**src/rtl/mux_arb_pkg.sv**
```systemverilog
// Shared constants and types for the mux_arb channel selector.
// Included by mux_arb and rr_pick.
package mux_arb_pkg;

    localparam logic MODE_FIXED = 1'b0;
    localparam logic MODE_RR    = 1'b1;

    localparam int unsigned CNT_W = 16;

    typedef logic [CNT_W-1:0] cnt_t;

endpackage

```
**src/rtl/rr_pick.sv**
```systemverilog
// Combinational rotate-priority picker: returns the first requester at or after ptr,
// wrapping modulo NCH. NCH must be a power of two so the wrap is plain SELW-bit overflow.
module rr_pick
    import mux_arb_pkg::*;
#(
    parameter  int unsigned NCH  = 4,
    localparam int unsigned SELW = $clog2(NCH)
) (
    input  logic [NCH-1:0]  req,
    input  logic [SELW-1:0] ptr,
    output logic [SELW-1:0] idx,
    output logic            any
);

    logic [SELW-1:0] cand;

    always_comb begin
        idx  = '0;
        cand = '0;
        any  = |req;
        // Scan farthest offset first so the closest requester to ptr is written last.
        for (int k = NCH - 1; k >= 0; k--) begin
            cand = ptr + SELW'(k);
            if (req[cand]) begin
                idx = cand;
            end
        end
    end

endmodule

```
**src/rtl/mux_arb.sv**
```systemverilog
// NCH-channel valid/ready selector (fixed select or round-robin) with a one-entry output register.
// Define MUX_ARB_CNT_EN to build the 16-bit output handshake counter behind xfer_cnt.
module mux_arb
    import mux_arb_pkg::*;
#(
    parameter  int unsigned NCH  = 4,
    parameter  int unsigned DW   = 2,
    localparam int unsigned SELW = $clog2(NCH)
) (
    input  logic              clk,
    input  logic              rst,
    input  logic              mode,
    input  logic [SELW-1:0]   sel,
    input  logic [NCH-1:0]    in_valid,
    input  logic [NCH*DW-1:0] in_data,
    output logic [NCH-1:0]    in_ready,
    output logic              out_valid,
    input  logic              out_ready,
    output logic [DW-1:0]     out_data,
    output logic [SELW-1:0]   out_ch,
    output logic [CNT_W-1:0]  xfer_cnt
);

    logic            out_valid_q, out_valid_d;
    logic [DW-1:0]   out_data_q, out_data_d;
    logic [SELW-1:0] out_ch_q, out_ch_d;
    logic [SELW-1:0] ptr_q, ptr_d;

    logic            load;
    logic [SELW-1:0] gnt;
    logic            gnt_vld;
    logic [SELW-1:0] rr_idx;
    logic            rr_any;

    rr_pick #(
        .NCH (NCH)
    ) u_rr_pick (
        .req (in_valid),
        .ptr (ptr_q),
        .idx (rr_idx),
        .any (rr_any)
    );

    always_comb begin
        load        = !out_valid_q || out_ready;
        gnt         = sel;
        gnt_vld     = in_valid[sel];
        in_ready    = '0;
        out_valid_d = out_valid_q;
        out_data_d  = out_data_q;
        out_ch_d    = out_ch_q;
        ptr_d       = ptr_q;

        if (mode == MODE_RR) begin
            gnt     = rr_idx;
            gnt_vld = rr_any;
        end

        // A held entry is only replaced when the consumer takes it this cycle.
        if (load) begin
            out_valid_d = gnt_vld;
            if (gnt_vld) begin
                in_ready[gnt] = 1'b1;
                out_data_d    = in_data[gnt*DW +: DW];
                out_ch_d      = gnt;
                if (mode == MODE_RR) begin
                    ptr_d = gnt + SELW'(1);
                end
            end
        end
    end

    always_ff @(posedge clk or posedge rst) begin
        if (rst) begin
            out_valid_q <= 1'b0;
            out_data_q  <= '0;
            out_ch_q    <= '0;
            ptr_q       <= '0;
        end else begin
            out_valid_q <= out_valid_d;
            out_data_q  <= out_data_d;
            out_ch_q    <= out_ch_d;
            ptr_q       <= ptr_d;
        end
    end

    assign out_valid = out_valid_q;
    assign out_data  = out_data_q;
    assign out_ch    = out_ch_q;

`ifdef MUX_ARB_CNT_EN
    cnt_t cnt_q, cnt_d;

    always_comb begin
        cnt_d = cnt_q;
        if (out_valid_q && out_ready) begin
            cnt_d = cnt_q + cnt_t'(1);
        end
    end

    always_ff @(posedge clk or posedge rst) begin
        if (rst) begin
            cnt_q <= '0;
        end else begin
            cnt_q <= cnt_d;
        end
    end

    assign xfer_cnt = cnt_q;
`else
    assign xfer_cnt = '0;
`endif

endmodule

```
**config.mk**
```make
export PLATFORM = sky130hd
export DESIGN_NAME = mux_arb
export DESIGN_NICKNAME = d
export VERILOG_FILES = /design/src/rtl/mux_arb_pkg.sv /design/src/rtl/rr_pick.sv /design/src/rtl/mux_arb.sv
export SDC_FILE = /design/constraint.sdc
export NUM_CORES = 1
export LEC_CHECK = 0
export ABC_CLOCK_PERIOD_IN_PS = 3200
export CORE_AREA = 2 2 49 51
export DETAILED_ROUTE_END_ITERATION = 10
export DIE_AREA = 0 0 51 53
export GPL_ROUTABILITY_DRIVEN = 1
export PLACE_DENSITY = 0.77
export SLEW_MARGIN = 5
export SYNTH_ARGS = -nofsm -noshare
export SYNTH_HDL_FRONTEND = slang
export SYNTH_SLANG_ARGS = --single-unit
```
**constraint.sdc**
```tcl
create_clock -name clk -period 3.2 [get_ports clk]
set_input_delay 0.96 -clock clk [delete_from_list [all_inputs] [get_ports clk]]
set_output_delay 0.96 -clock clk [all_outputs]
set_load 0.005 [all_outputs]
```
# ---- After elaboration in Yosys (flattened, before gate mapping)
# Index checks and enable logic that the tools add are counted.
dict set report totals {
  out_inout_bits 25
  wordCells 42
  ff_bits 7
}
dict set report classes {
  n_addsub 4
  n_reduce_logical 6
  muxes 20
  order_cmp 7
  n_shift 1
}
# operator n
set op_table {}
lappend op_table {{2-bit by 3-bit < comparator with 1-bit output (second input constant)} 6}
lappend op_table {{1-bit binary-select mux with 2-bit select} 5}
lappend op_table {{2-bit 2-to-1 mux} 5}
lappend op_table {{4-bit 2-to-1 mux} 2}
lappend op_table {{8-bit by 4-bit indexed part select with 2-bit output} 1}
lappend op_table {{1-bit 2-to-1 mux} 7}
lappend op_table {{2-bit by 1-bit adder with 2-bit output (second input constant)} 2}
lappend op_table {{2-bit adder (second input constant)} 2}
lappend op_table {{4-bit OR reduction} 1}
lappend op_table {{3-bit AND reduction} 1}
lappend op_table {{1-bit demux with 2-bit select} 1}
lappend op_table {{2-bit by 1-bit greater-or-equal comparator with 1-bit output (second input constant)} 1}
lappend op_table {{2-bit AND reduction} 1}
lappend op_table {{1-bit logical AND} 1}
lappend op_table {{1-bit zero test} 1}
lappend op_table {{1-bit logical OR} 1}

# ---- Logic depth before layout (Yosys ltp)
dict set report logic_depth {
  depth_word 14
  ltp_mapped 7
  mapped_depth_nobuf 5
}

# ---- Hierarchy
# A second synthesis with hierarchy kept.
dict set report unflattened {
  hier_cells 69
  area_unflattened_um2 704.4
}
# mod area_each_um2 n_inst cells_per_inst
set modules_own_cells {}
lappend modules_own_cells {mux_arb 626.9 1 56}
lappend modules_own_cells {rr_pick 77.6 1 13}

# ---- Worst setup path before layout
# No wires, ideal clock.
dict set report synth_timing {
  path_kind {input-to-output}
  from {input in_valid[1]}
  to {output in_ready[2]}
  arrival_ps 2065
  cell_stages 6
  slack_ps 175
  required_time_ps 2240
  n_path_buf 1
  path_cell_list {buf_6 or4b_1 a21o_1 o211a_1 nand2_1 nor2_1}
}
dict set report synth_between {
  elab_chain_len 13
}
# element line_no
set synth_rtl {}
lappend synth_rtl {{start: declaration} mux_arb.sv:14} ;# input logic [NCH-1:0] in_valid,
lappend synth_rtl {{1-bit binary-select mux with 2-bit select} rr_pick.sv:24} ;# if (req[cand]) begin
lappend synth_rtl {{1-bit 2-to-1 mux (not written as such)} rr_pick.sv:24}
lappend synth_rtl {{2-bit 2-to-1 mux (4 in series)} rr_pick.sv:24}
lappend synth_rtl {{2-bit 2-to-1 mux} mux_arb.sv:54} ;# if (mode == MODE_RR) begin
lappend synth_rtl {{2-bit by 3-bit < comparator with 1-bit output (not written as such) / 2-bit by 1-bit greater-or-equal comparator with 1-bit output (equally long branches)} mux_arb.sv:63} ;# in_ready[gnt] = 1'b1;
lappend synth_rtl {{1-bit logical AND (not written as such)} mux_arb.sv:63}
lappend synth_rtl {{1-bit 2-to-1 mux (not written as such)} mux_arb.sv:63}
lappend synth_rtl {{1-bit demux with 2-bit select} mux_arb.sv:63}
lappend synth_rtl {{4-bit 2-to-1 mux (*)} mux_arb.sv:62} ;# if (gnt_vld) begin
lappend synth_rtl {{4-bit 2-to-1 mux (*)} mux_arb.sv:60} ;# if (load) begin
lappend synth_rtl {{end: declaration} mux_arb.sv:16} ;# output logic [NCH-1:0] in_ready,
# Mark *: on every way between the ends. The rest lies on a longest branch, timed or not. The select of a mux whose other input is x is not followed.

# ---- Final worst setup path
dict set report layout_timing {
  from {input in_valid[1]}
  to {output in_ready[3]}
}
# Same word-level chain as after synthesis.

==> flow_metrics.py <==
metrics = {
    "global_route": {
        "grt_pass1_wl_um": 3601,
        "grt_start_max_net_pins": 13,
        "grt_pass1_vias": 841,
        "overflow": 0,
        "antenna_found_initial": 0,
        "grt_usage_pct": 17.38,
    },
    "cells_and_area": {
        "regArea_um2": 175.2,
        "final_area_um2": 1217,
        "drive_gt1_share_pct": 32.89,
        "syn_to_final_growth_pct": 51.32,
        "multi_input_area_um2": 535.5,
        "fillers": 204,
        "stdcell_count": 180,
        "diodes": 0,
        "final_nets": 171,
    },
    "worst_setup_path": {
        "critPathTopFamily": "simple AND/OR/NAND/NOR gates",
        "reg2reg_to": "out_data[1]$_DFFE_PP0P_",
        "crit_slowest_cell": "or4b_4",
        "cp_slowest_stage_delay_ns": 0.51,
        "arrival_ns": 2.18,
        "critical_path.startpoint_type": "input port",
        "criticalPathCategory": "input port to output port",
        "reg2regPathDepth": 6,
        "worstReg2RegStart": "ptr_q[1]$_DFFE_PP0P_",
        "end_kind": "output port",
        "crit_chain": "buf_6 > or4b_4 > a21o_1 > o211a_1 > nand2_2 > nor2_1 > buf_2",
        "cp.depth": 7,
        "endpoint": "in_ready[3]",
        "crit_fanout": 3,
        "r2r_slack_ns": 1.21,
        "startpoint": "in_valid[1]",
        "critPathBufInv": 2,
        "cp.required_ns": 2.24,
    },
    "routing": {
        "viasPerCell": 4.906,
        "post_drt_wl_per_cell_um": 12.18,
        "drc": 0,
        "num_vias": 883,
        "drt-initial-drc-count": 8,
        "drt-total-wl_um": 2193,
        "drt_first_pass_iters": 4,
        "ant_nets": 0,
    },
    "status": {
        "status": "finished, final reports clean",
    },
    "timing": {
        "hold_violations": 0,
        "rsz0062_at_grt": "no",
        "layout_setup_ws_ns": 0.06139,
        "fin_tns_setup_ns": 0,
        "finalMaxSlewViolations": 0,
        "min_period_ns": 3.139,
        "fin_skew_ns": 0.005104,
        "period_share_pct": 98.08,
        "setup_viol": 0,
        "max_freq_ghz": 0.3186,
    },
    "placement": {
        "gp_congestion": 0.8490,
        "dp_cells": 171,
        "placedInstanceArea_um2": 1139,
        "numPortBuffers": 26,
        "dpl.hpwl_um": 1689,
        "pre_cts_ws_ns": -0.6888,
    },
    "pwr": {
        "powerDensity_nw_per_um2": 419.3,
        "irDropWorstVdd_mv": 0.2127,
        "p_leak_nw": 0.5887,
    },
    "synth": {
        "yosys.area.top_type": "dfrtp_1",
        "synthFlopType": "dfrtp_1",
        "ys_types": 37,
        "synthCells": 102,
        "synth_area_leaders": "dfrtp_1 (22%), buf_4 (15%), nand2_1 (6.5%)",
        "yosysSeqAreaShare_pct": 21.77,
        "syn_area_um2": 804.5,
        "synth_common_cells": "buf_4 (16), nand2_1 (14), dfrtp_1 (7)",
        "synth-async-reset-ratio_pct": 100.0,
        "netlist.area_leader.share_pct": 21.77,
        "yosys_warnings": 0,
        "syn_avg_cell_area_um2": 7.887,
        "ys_seq_elements": 7,
        "synth_edf_count": 0,
        "synth_most_common_cell": "buf_4",
    },
    "die": {
        "core-area_um2": 2148,
        "num_rows": 17,
        "die_h_um": 53,
        "die_x_um": 51,
        "io_pins": 43,
        "initial_core_util_pct": 37.45,
        "dieArea_um2": 2703,
    },
    "clocking": {
        "clk_path_buf_depth": 2,
        "root_buffer": "clkbuf_4",
        "cts_tree": "yes",
        "cts.sinks": 7,
        "cts_buffers": 3,
        "clk_pin_slew_ns": 0.05,
        "worst_skew_pair.late_latency_ns": 0.25,
        "h-tree-depth": 1,
    },
    "hold_path": {
        "hp-class": "flop to flop",
    },
    "flow_run": {
        "max_cap_violations": 0,
    },
}
==> power breakdown <==
| group | switching [mW] | internal [mW] | leakage, nW |
|---|---|---|---|
| Combinational | 0.134 | 0.161 | 0.491 |
| Sequential | 0.0203 | 0.115 | 0.0829 |
| Clock | 0.0317 | 0.0475 | 0.0150 |
| Total | 0.186 | 0.324 | 0.589 |
==> placed cells by master, fill, tap and decap left out, types with 4 or more instances in the layout <==
cell type | netlist | routed
o21ai_1 | 4 | 5
nor2_1 | 6 | 4
buf_4 | 16 | 24
dfrtp_1 | 7 | 7
inv_1 | 5 | 5
conb_1 | 1 | 16
buf_2 | 1 | 4
clkdlybuf4s50_1 | 0 | 15
nand2_1 | 14 | 12
==> worst register-to-register path, stage by stage (launching register included) <==
cell	delay [ns]
dfrtp_1	0.44
nand2_1	0.15
a221o_1	0.37
and3_4	0.20
buf_4	0.13
a2111oi_0	0.44
o31ai_1	0.10
==> worst min path at each step <==
stage / startpoint / cells past startpoint / endpoint / slack (ns)
global route: out_ch[1]$_DFFE_PP0P_ / 2 / out_ch[1]$_DFFE_PP0P_ / 0.52
global placement: out_ch[1]$_DFFE_PP0P_ / 2 / out_ch[1]$_DFFE_PP0P_ / 0.46
floorplan: out_ch[1]$_DFFE_PP0P_ / 2 / out_ch[1]$_DFFE_PP0P_ / 0.47
CTS: out_ch[1]$_DFFE_PP0P_ / 2 / out_ch[1]$_DFFE_PP0P_ / 0.48
detailed placement: out_ch[1]$_DFFE_PP0P_ / 2 / out_ch[1]$_DFFE_PP0P_ / 0.46
finish: out_ch[1]$_DFFE_PP0P_ / 2 / out_ch[1]$_DFFE_PP0P_ / 0.47
==> stage by stage <==
step	power (mW)	hold WS, ns	utilization, %
6_report	0.5105	0.4726	56.67
5_1_grt	0.5507	0.5194	56.67
4_1_cts	0.5006	0.4753	55.91
3_3_place_gp	0.4054	0.4608	53.00
2_1_floorplan	0.2852	0.4675	-
3_5_place_dp	0.4128	0.4624	53.00
==> cell type report <==
cell class,count,share of cell area (%)
clock buffer,4,2.158
inverter,5,1.542
sequential,7,14.39
tap,28,2.878
multi-input combinational,85,43.99
timing repair buffer,51,35.05
==> what timing repair did <==
item                                    in CTS  in global routing
endpoints found under the setup margin       4                  3
hold buffers                                 0                  0
pin swaps                                    5                  5
gates resized for setup                     45                  9
buffers inserted                             4                  2
==> registers in the layout, summed over array words and instances (netlist names) <==
| name | count |
|---|---|
| out_ch | 2 |
| out_data | 2 |
| out_valid | 1 |
| ptr_q | 2 |
==> layer usage <==
metal  vias up  track usage, %  share of wire [%]
met5         -               0                  0
met1       412           18.35                 39
met4         0           7.207               0.96
li1        438               -                  -
met3         4           1.695                4.3
met2        29           34.63                 56
==> cell families (layout without fill, tap and decap cells) <==
family                 Yosys count  count (layout)  synth area share, %
AND/OR/NAND/NOR                 37              37                24.11
AO/OA/AOI/OAI                   30              30                28.00
buffers and inverters           25              60                23.17
flip-flops                       7               7                21.77
multiplexers                     2               2                2.488
other                            1              16               0.4661
(Power assumes the default switching activity.)
